$ cat config.mk
export PLATFORM = sky130hd
export DESIGN_NAME = clk_div_prog
export DESIGN_NICKNAME = d
export VERILOG_FILES = /design/src/rtl/clk_div_prog.sv
export SDC_FILE = /design/constraint.sdc
export NUM_CORES = 1
export LEC_CHECK = 0
export ABC_AREA = 1
export ABC_CLOCK_PERIOD_IN_PS = 4100
export BUFFER_PORTS_ARGS = -buffer_cell sky130_fd_sc_hd__buf_2
export CORE_ASPECT_RATIO = 0.5
export CORE_MARGIN = 3
export CORE_UTILIZATION = 40
export CTS_CLUSTER_SIZE = 28
export DETAILED_ROUTE_END_ITERATION = 10
export PLACE_DENSITY = 0.68
export SYNTH_ARGS = -nofsm -noshare
export SYNTH_HDL_FRONTEND = slang
export SYNTH_SLANG_ARGS = --single-unit
$ cat constraint.sdc
create_clock -name clk -period 4.1 [get_ports clk]
set_input_delay 0.82 -clock clk [delete_from_list [all_inputs] [get_ports clk]]
set_output_delay 0.82 -clock clk [all_outputs]
set_load 0.02 [all_outputs]
$ cat src/rtl/clk_div_prog.sv
// clk_div_prog
//   Programmable multi-channel clock divider. Each channel divides clk by an
//   integer ratio D (2..2^CNT_W-1). The low phase comes first, and the high
//   phase lasts floor(D/2) cycles. Each channel also produces a one-cycle tick
//   at the start of every period. Ratio and enable changes are accepted on a
//   valid/ready port. A change to a running channel takes effect only at that
//   channel's period boundary, so no output ever glitches or produces a runt
//   pulse.
//
// Ports
//   clk        system clock, all logic on posedge
//   rst_n      asynchronous active-low reset
//   cfg_valid  config request valid
//   cfg_ready  request accepted when high together with cfg_valid (combinational)
//   cfg_ch     target channel
//   cfg_div    divide ratio D
//   cfg_en     1 = run at D, 0 = stop the channel at the end of its period
//   cfg_err    one-cycle pulse after an accepted request was rejected
//   div_clk    divided clocks, one per channel
//   div_tick   one-cycle pulse in the first cycle of each period
//   ch_busy    channel running
module clk_div_prog #(
  parameter int NUM_CH = 4,
  parameter int CNT_W  = 12,
  parameter int CH_W   = (NUM_CH > 1) ? $clog2(NUM_CH) : 1
) (
  input  logic              clk,
  input  logic              rst_n,
  input  logic              cfg_valid,
  output logic              cfg_ready,
  input  logic [CH_W-1:0]   cfg_ch,
  input  logic [CNT_W-1:0]  cfg_div,
  input  logic              cfg_en,
  output logic              cfg_err,
  output logic [NUM_CH-1:0] div_clk,
  output logic [NUM_CH-1:0] div_tick,
  output logic [NUM_CH-1:0] ch_busy
);

  logic [NUM_CH-1:0] run_q, run_n;
  logic [NUM_CH-1:0] pend_q, pend_n;
  logic [NUM_CH-1:0] pend_en_q, pend_en_n;
  logic [CNT_W-1:0]  d_q [NUM_CH];
  logic [CNT_W-1:0]  d_n [NUM_CH];
  logic [CNT_W-1:0]  cnt_q [NUM_CH];
  logic [CNT_W-1:0]  cnt_n [NUM_CH];
  logic [CNT_W-1:0]  pend_d_q [NUM_CH];
  logic [CNT_W-1:0]  pend_d_n [NUM_CH];
  logic [CNT_W-1:0]  half_n [NUM_CH];
  logic [NUM_CH-1:0] hit, wrap, clk_n, tick_n;
  logic              acc, bad;

  // Channels outside the implemented range always report ready.
  // Requests to them are then flagged as errors.
  always_comb begin
    cfg_ready = 1'b1;
    for (int i = 0; i < NUM_CH; i++)
      if (cfg_ch == CH_W'(i)) cfg_ready = !pend_q[i];
  end

  always_comb begin
    acc = cfg_valid && cfg_ready;
    bad = (int'(cfg_ch) >= NUM_CH) || (cfg_en && (cfg_div < CNT_W'(2)));
    for (int i = 0; i < NUM_CH; i++) begin
      run_n[i]     = run_q[i];
      pend_n[i]    = pend_q[i];
      pend_en_n[i] = pend_en_q[i];
      d_n[i]       = d_q[i];
      cnt_n[i]     = cnt_q[i];
      pend_d_n[i]  = pend_d_q[i];
      hit[i]       = acc && !bad && (int'(cfg_ch) == i);
      wrap[i]      = run_q[i] && (cnt_q[i] == d_q[i] - CNT_W'(1));

      if (!run_q[i]) begin
        cnt_n[i] = '0;
        if (hit[i] && cfg_en) begin
          run_n[i] = 1'b1;
          d_n[i]   = cfg_div;
        end
      end else if (wrap[i]) begin
        // A request arriving exactly on the wrap edge is applied directly.
        // A pending request cannot coexist with it, because ready was low.
        cnt_n[i]  = '0;
        pend_n[i] = 1'b0;
        if (pend_q[i]) begin
          if (pend_en_q[i]) d_n[i] = pend_d_q[i];
          else              run_n[i] = 1'b0;
        end else if (hit[i]) begin
          if (cfg_en) d_n[i] = cfg_div;
          else        run_n[i] = 1'b0;
        end
      end else begin
        cnt_n[i] = cnt_q[i] + CNT_W'(1);
        if (hit[i]) begin
          pend_n[i]    = 1'b1;
          pend_d_n[i]  = cfg_div;
          pend_en_n[i] = cfg_en;
        end
      end

      // The outputs are registered from next-state values.
      // This keeps them aligned with the counter value of the same cycle.
      half_n[i] = (d_n[i] >> 1) + CNT_W'(d_n[i][0]);
      clk_n[i]  = run_n[i] && (cnt_n[i] >= half_n[i]);
      tick_n[i] = run_n[i] && (cnt_n[i] == '0);
    end
  end

  always_ff @(posedge clk or negedge rst_n) begin
    if (!rst_n) begin
      run_q     <= '0;
      pend_q    <= '0;
      pend_en_q <= '0;
      div_clk   <= '0;
      div_tick  <= '0;
      cfg_err   <= 1'b0;
      for (int i = 0; i < NUM_CH; i++) begin
        d_q[i]      <= '0;
        cnt_q[i]    <= '0;
        pend_d_q[i] <= '0;
      end
    end else begin
      run_q     <= run_n;
      pend_q    <= pend_n;
      pend_en_q <= pend_en_n;
      div_clk   <= clk_n;
      div_tick  <= tick_n;
      cfg_err   <= acc && bad;
      for (int i = 0; i < NUM_CH; i++) begin
        d_q[i]      <= d_n[i];
        cnt_q[i]    <= cnt_n[i];
        pend_d_q[i] <= pend_d_n[i];
      end
    end
  end

  assign ch_busy = run_q;

endmodule

==> impl_metrics.ini, run 1 <==
[status]
status = complete, no violations

[worst_setup_path]
slowest_stage = dfrtp_1
crit_arrival_ns = 4.35
r2r_cells = 28
ff2ff_setup_slack_ns = 0.07
endpoint_kind = register
slowest_delay_ns = 0.39
cp_max_fo = 4
critPathRequiredTime_ns = 4.42
critPathBufInv = 5
crit_path_start_kind = register
crit_family = compound AO/OA/AOI/OAI gates
worstSetupPathDepth = 28
critical_path_class = reg -> reg
crit_top_cell = nand2_1

[grt]
grt_usage_pct = 21.8
grt_overflow = 0
grt_max_degree = 90
use_met1_pct = 31.0
grt_pass1_vias = 12000
busiest_layer = met2
antenna_found_initial = 0
use_met3_pct = 3.59
grtUsageMet2_pct = 34.7
grt_first_pass_wirelength_um = 62700

[layout]
drive_gt1_share_pct = 23.0
fillers = 3022
final_core_util_pct = 50.4
syn_to_final_growth_pct = 21.5
ff_latch_area_um2 = 4130
multi_input_area_um2 = 8780
diodes = 0
fin_nets = 2195

[routing]
firstDrtPassIters = 8
drtAntennaViolNets = 0
drt_iter0_markers = 1324
wl_per_cell_um = 15.6
post-route-drc-count = 0
via_count = 13400
via_per_inst = 5.22
routed_wirelength_um = 40000

[logic_synthesis]
synth-seq-cells = 165
synth_fa_ha_area_share_pct = 5.97
synth_top_cell_area_share_pct = 30.8
synth_area_leader_cell = dfrtp_1
postSynthAreaPerCell_um2 = 6.86
synthXorXnorAreaFrac_pct = 4.88
yosysMostFrequentCell = nand2_1
syn_nets = 2037
synthFlopType = dfrtp_1
yosysWarnings = 0
yosysSeqAreaShare_pct = 30.8
syn-cell-area_um2 = 13400
ys_types = 51
synthTopCellsByArea = dfrtp_1 (31%), nand2_1 (16%), ha_1 (6.0%), nor2_1 (5.5%), inv_1 (5.3%)
synthMuxAreaShare_pct = 0
yosys.area_share.simple_pct = 36.7
synth_top_family_by_area = simple AND/OR/NAND/NOR gates
synthArstFlopShare_pct = 100
synth-edff-count = 0
synth_cells = 1955
netlist_top_cells_count = nand2_1 (568), nor2_1 (195), inv_1 (191)
synth_compound_area_share_pct = 13.2

[flow_run]
drv_cap = 0

[timing]
fin_skew_ns = 0.0130
rsz0062_at_grt = yes
hold_viol_final = 0
min_period_ns = 4.03
final.setup.worst_slack_ns = 0.0687
fin_crit_sh_pct = 98.3
tightest_slew_ns = 0.901
max_freq_mhz = 248
max-slew-margin-rel_pct = 39.9
setup_viol = 0
hold_ws_ns = 0.420
maxSlewViolCount = 0
fin_setup_tns_ns = 0

[pwr]
pwr-share-comb_pct = 57.6
p_total_w = 0.0106
power.switching_w = 0.00498
p_per_area_nw_per_um2 = 648
leakage_nw = 7.77
intPower_w = 0.00559
seq_power_share_pct = 26.5
power.ir.vdd_worst_mv = 0.354
clkPwrFrac_pct = 15.9
p_sw_share_pct = 47.1

[floorplan]
core_area_um2 = 32300
die_h_um = 135
io_pins = 32
initial_core_util_pct = 41.5
row_count = 46
die_x_um = 265
fp.dieArea_um2 = 35900

[clocking]
cts_max_path_buffers = 2
cts_max_level = 4
cts_hold_buf = 0
numCtsBuffers = 17
cts_tree = done
cts-root-buf = clkbuf_16
path_clk_slew_ns = 0.07
clk_latency_ns = 0.46
clkSinkCount = 165

[placed_design]
port_buffers = 31
dp_slack_ns = -0.289
place.gp.congestion = 0.904
hpwl_um = 29200

[min_path]
hp-class = in -> async
## flip-flops by register name, indices dropped and copies added, names as in the netlist
| signal | count |
|---|---|
| pend_d_q | 48 |
| ch_busy | 4 |
| div_clk | 4 |
| pend_q | 4 |
| d_q | 48 |
| cnt_q | 48 |
| div_tick | 4 |
| pend_en_q | 4 |
| cfg_err | 1 |
## final timing paths
| path | from | end |
|---|---|---|
| max | d_q[1]$_DFF_PN0_ | div_clk[3]$_DFF_PN0_ |
| min | rst_n | cnt_q[24]$_DFF_PN0_ |
| max reg2reg | d_q[1]$_DFF_PN0_ | div_clk[3]$_DFF_PN0_ |
| min reg2reg | pend_d_q[4]$_DFFE_PN0P_ | pend_d_q[4]$_DFFE_PN0P_ |
| max in group asynchronous | rst_n | d_q[36]$_DFF_PN0_ |
| min in group clk | pend_d_q[4]$_DFFE_PN0P_ | pend_d_q[4]$_DFFE_PN0P_ |
## final cells by class
class                      instances  share of cell area (%)
inverter                         227                    5.30
tap                              432                    3.32
multi-input combinational       1512                    53.8
timing repair buffer             190                    8.58
sequential                       165                    25.4
clock buffer                      19                    2.72
clock inverter                    13                   0.883
## cell usage in the layout, fill, tap and decap left out, types with 7 or more instances in the layout
master / count
inv_6: 7
inv_2: 38
o22ai_1: 12
nand2_1: 539
xor2_1: 43
a21oi_2: 9
nand3b_1: 7
nor2_2: 33
ha_1: 48
clkbuf_16: 17
o21ai_0: 127
xor2_2: 7
xnor2_1: 22
inv_1: 183
o211ai_1: 21
dfrtp_1: 161
nor2_4: 48
nand2_2: 44
nand3_2: 26
o21ai_1: 34
nor3_1: 19
nor2_1: 181
nand3_1: 108
nand4_1: 25
buf_4: 152
buf_2: 30
nand3_4: 9
o21a_1: 10
ha_4: 10
a21oi_1: 68
## power by group through the flow
| stage | Combinational, W | Clock, W | Sequential [W] |
|---|---|---|---|
| finish | 0.00609 | 0.00168 | 0.00280 |
| global route | 0.00680 | 0.00176 | 0.00287 |
| CTS | 0.00544 | 0.00170 | 0.00276 |
| detailed placement | 0.00533 | 0 | 0.00278 |
| global placement | 0.00525 | 0 | 0.00277 |
| floorplan | 0.00391 | 0 | 0.00258 |
## what timing repair did
action                     4_1_cts  5_1_grt
resized for setup               11      153
setup endpoints to repair        3        4
setup buffers                    2       30
pin swaps                        4       72
## per-stage QoR
stage,std cells,area (um^2)
after floorplan,1955,13400
after global placement,2494,14800
after detailed placement,2494,14800
after CTS,2528,15500
after global routing,2558,16300
final,2558,16300
## routing by layer
metal	wire [um]	vias up
met3	2420	62
met1	18700	6214
met4	693	0
li1	-	6655
met2	18200	433
met5	0	-
## kinds of logic (layout without fill, tap and decap cells)
logic type,count (synthesis),count (layout)
simple gates,1062,1062
fa+ha+maj,64,64
flops,165,165
xor+xnor,73,73
compound gates,313,313
buf+inv,278,449
Power figures use the tool's default switching activity.
==> inputs of run 2 (changes only) <==
--- a/config.mk
+++ b/config.mk
@@ -13,7 +13,6 @@
 export CORE_UTILIZATION = 40
 export CTS_CLUSTER_SIZE = 28
 export DETAILED_ROUTE_END_ITERATION = 10
-export PLACE_DENSITY = 0.68
 export SYNTH_ARGS = -nofsm -noshare
 export SYNTH_HDL_FRONTEND = slang
 export SYNTH_SLANG_ARGS = --single-unit
==> impl_metrics.ini, run 2 (synthesis results as in run 1) <==
[status]
status = complete, no violations

[worst_setup_path]
crit_arrival_ns = 4.40
endpoint_kind = register
reg2reg_from = d_q[13]$_DFF_PN0_
cp_max_fo = 4
rr_endpoint = div_clk[2]$_DFF_PN0_
ff2ff_setup_slack_ns = 0.02
crit_path_start_kind = register
critPathRequiredTime_ns = 4.42
r2r_cells = 24
critical_path_class = reg -> reg

[pwr]
leakage_nw = 7.80
p_total_w = 0.0103
power.ir.vdd_worst_mv = 0.328
p_per_area_nw_per_um2 = 642

[layout]
fin_nets = 2205
diodes = 0
finalInstanceArea_um2 = 16100
syn_to_final_growth_pct = 19.8
layout_common_cells = nand2_1 (555), inv_1 (185), nor2_1 (183)
final_common_cell = nand2_1
drive_gt1_share_pct = 21.3
largestRegisters = cnt_q x48, d_q x48, pend_d_q x48
final_core_util_pct = 49.7

[floorplan]
die_h_um = 135
initial_core_util_pct = 41.5
io_pins = 32
die_x_um = 265
fp.dieArea_um2 = 35900
core_area_um2 = 32300
row_count = 46

[timing]
setup_viol = 0
max_freq_mhz = 245
min_period_ns = 4.08
hold_viol_final = 0
maxSlewViolCount = 0
fin_skew_ns = 0.0117
max-slew-margin-rel_pct = 39.8
rsz0062_at_grt = yes
tightest_slew_ns = 0.903
fin_crit_sh_pct = 99.6
final.setup.worst_slack_ns = 0.0171

[clocking]
cts_tree = done
cts_max_path_buffers = 2
cts_max_level = 4
cts-root-buf = clkbuf_16
path_clk_slew_ns = 0.07
numCtsBuffers = 17
clkSinkCount = 165
clk_latency_ns = 0.45

[grt]
grt_usage_pct = 22.7
grt_first_pass_wirelength_um = 64700
grt_max_degree = 94
grt_overflow = 0
grt_pass1_vias = 12000
antenna_found_initial = 0

[routing]
via_count = 13000
post-route-drc-count = 0
wl_per_cell_um = 15.7
firstDrtPassIters = 5
drt_iter0_markers = 1235
drtAntennaViolNets = 0
routed_wirelength_um = 40200
via_per_inst = 5.06

[placed_design]
placed_cell_area_um2 = 15000
dp_slack_ns = -0.357
hpwl_um = 30900
place.gp.congestion = 0.866
port_buffers = 31

[min_path]
hp-class = in -> async

[flow_run]
drv_cap = 0
[run 2: cell count changes in the layout (fill, tap and decap cells not counted), moves of 3 or more]
cell | before | now
nand2_2 | 44 | 27
nand3_1 | 108 | 116
ha_4 | 10 | 6
xor2_2 | 7 | 4
nor2_4 | 48 | 40
nor2_2 | 33 | 39
inv_6 | 7 | 3
xor2_1 | 43 | 46
buf_4 | 152 | 165
nand2_1 | 539 | 555
nand3_2 | 26 | 20
[run 2: final cells by class]
cell class | count | area (um^2)
tap | 432 | 541
inverter | 227 | 862
clock inverter | 12 | 108
clock buffer | 18 | 429
sequential | 165 | 4130
timing repair buffer | 200 | 1450
fill | 3289 | 16300
multi-input combinational | 1512 | 8550
[run 2: routing by layer]
metal | global-route usage [%] | wire length (um) | vias up
met5 | 0 | 0 | -
met4 | 6.23 | 631 | 0
met3 | 3.14 | 1680 | 41
met2 | 34.9 | 17400 | 278
met1 | 33.4 | 20500 | 5992
li1 | - | - | 6668
[run 2: worst max path at each step]
stage | from | end | slack [ns] | cells after the start
global placement | cfg_ch[1] | div_clk[3]$_DFF_PN0_ | -0.21 | 28
finish | d_q[13]$_DFF_PN0_ | div_clk[2]$_DFF_PN0_ | 0.02 | 24
floorplan | cfg_en | div_clk[2]$_DFF_PN0_ | 0.03 | 27
global route | d_q[13]$_DFF_PN0_ | div_clk[2]$_DFF_PN0_ | -0.23 | 28
CTS | d_q[13]$_DFF_PN0_ | div_clk[2]$_DFF_PN0_ | 0.01 | 29
detailed placement | cfg_ch[0] | div_clk[3]$_DFF_PN0_ | -0.36 | 28
[run 2: through the flow]
step	std cells	TNS, ns	hold slack [ns]
after global placement	2514	-0.530	0.468
after global routing	2566	-0.542	0.503
final	2566	0	0.441
after CTS	2552	0	0.479
after floorplan	1955	0	0.448
after detailed placement	2514	-0.907	0.474
[run 2: worst max-delay path, cell delays in order, from the launching register on]
cell	delay, ns
dfrtp_1	0.39
inv_2	0.09
ha_4	0.17
nand3_4	0.13
o21ai_1	0.22
nand3_1	0.12
nand3_1	0.15
nor2_4	0.07
nand2_2	0.10
nand2_2	0.07
buf_6	0.14
o211ai_1	0.36
ha_2	0.32
nand2_4	0.08
nor2_4	0.15
xor2_2	0.17
ha_1	0.29
a21oi_2	0.13
nor2_1	0.05
a211oi_1	0.23
o21ai_1	0.12
nand2_1	0.09
a21oi_2	0.05
a211oi_2	0.19
nor2_1	0.05
[run 2: power by group]
part	total, W	internal [W]	switching (W)
clock	0.00155	0.000829	0.000723
sequential	0.00279	0.00217	0.000618
combinational	0.00598	0.00247	0.00352
total	0.0103	0.00546	0.00486
[run 2: repair_timing]
| item | in CTS | in global routing |
|---|---|---|
| pin swaps | 5 | 46 |
| buffers inserted | 8 | 14 |
| setup endpoints to repair | 4 | 4 |
| hold buffers | 0 | 0 |
| gates resized for setup | 22 | 83 |
| gates cloned | 0 | 0 |
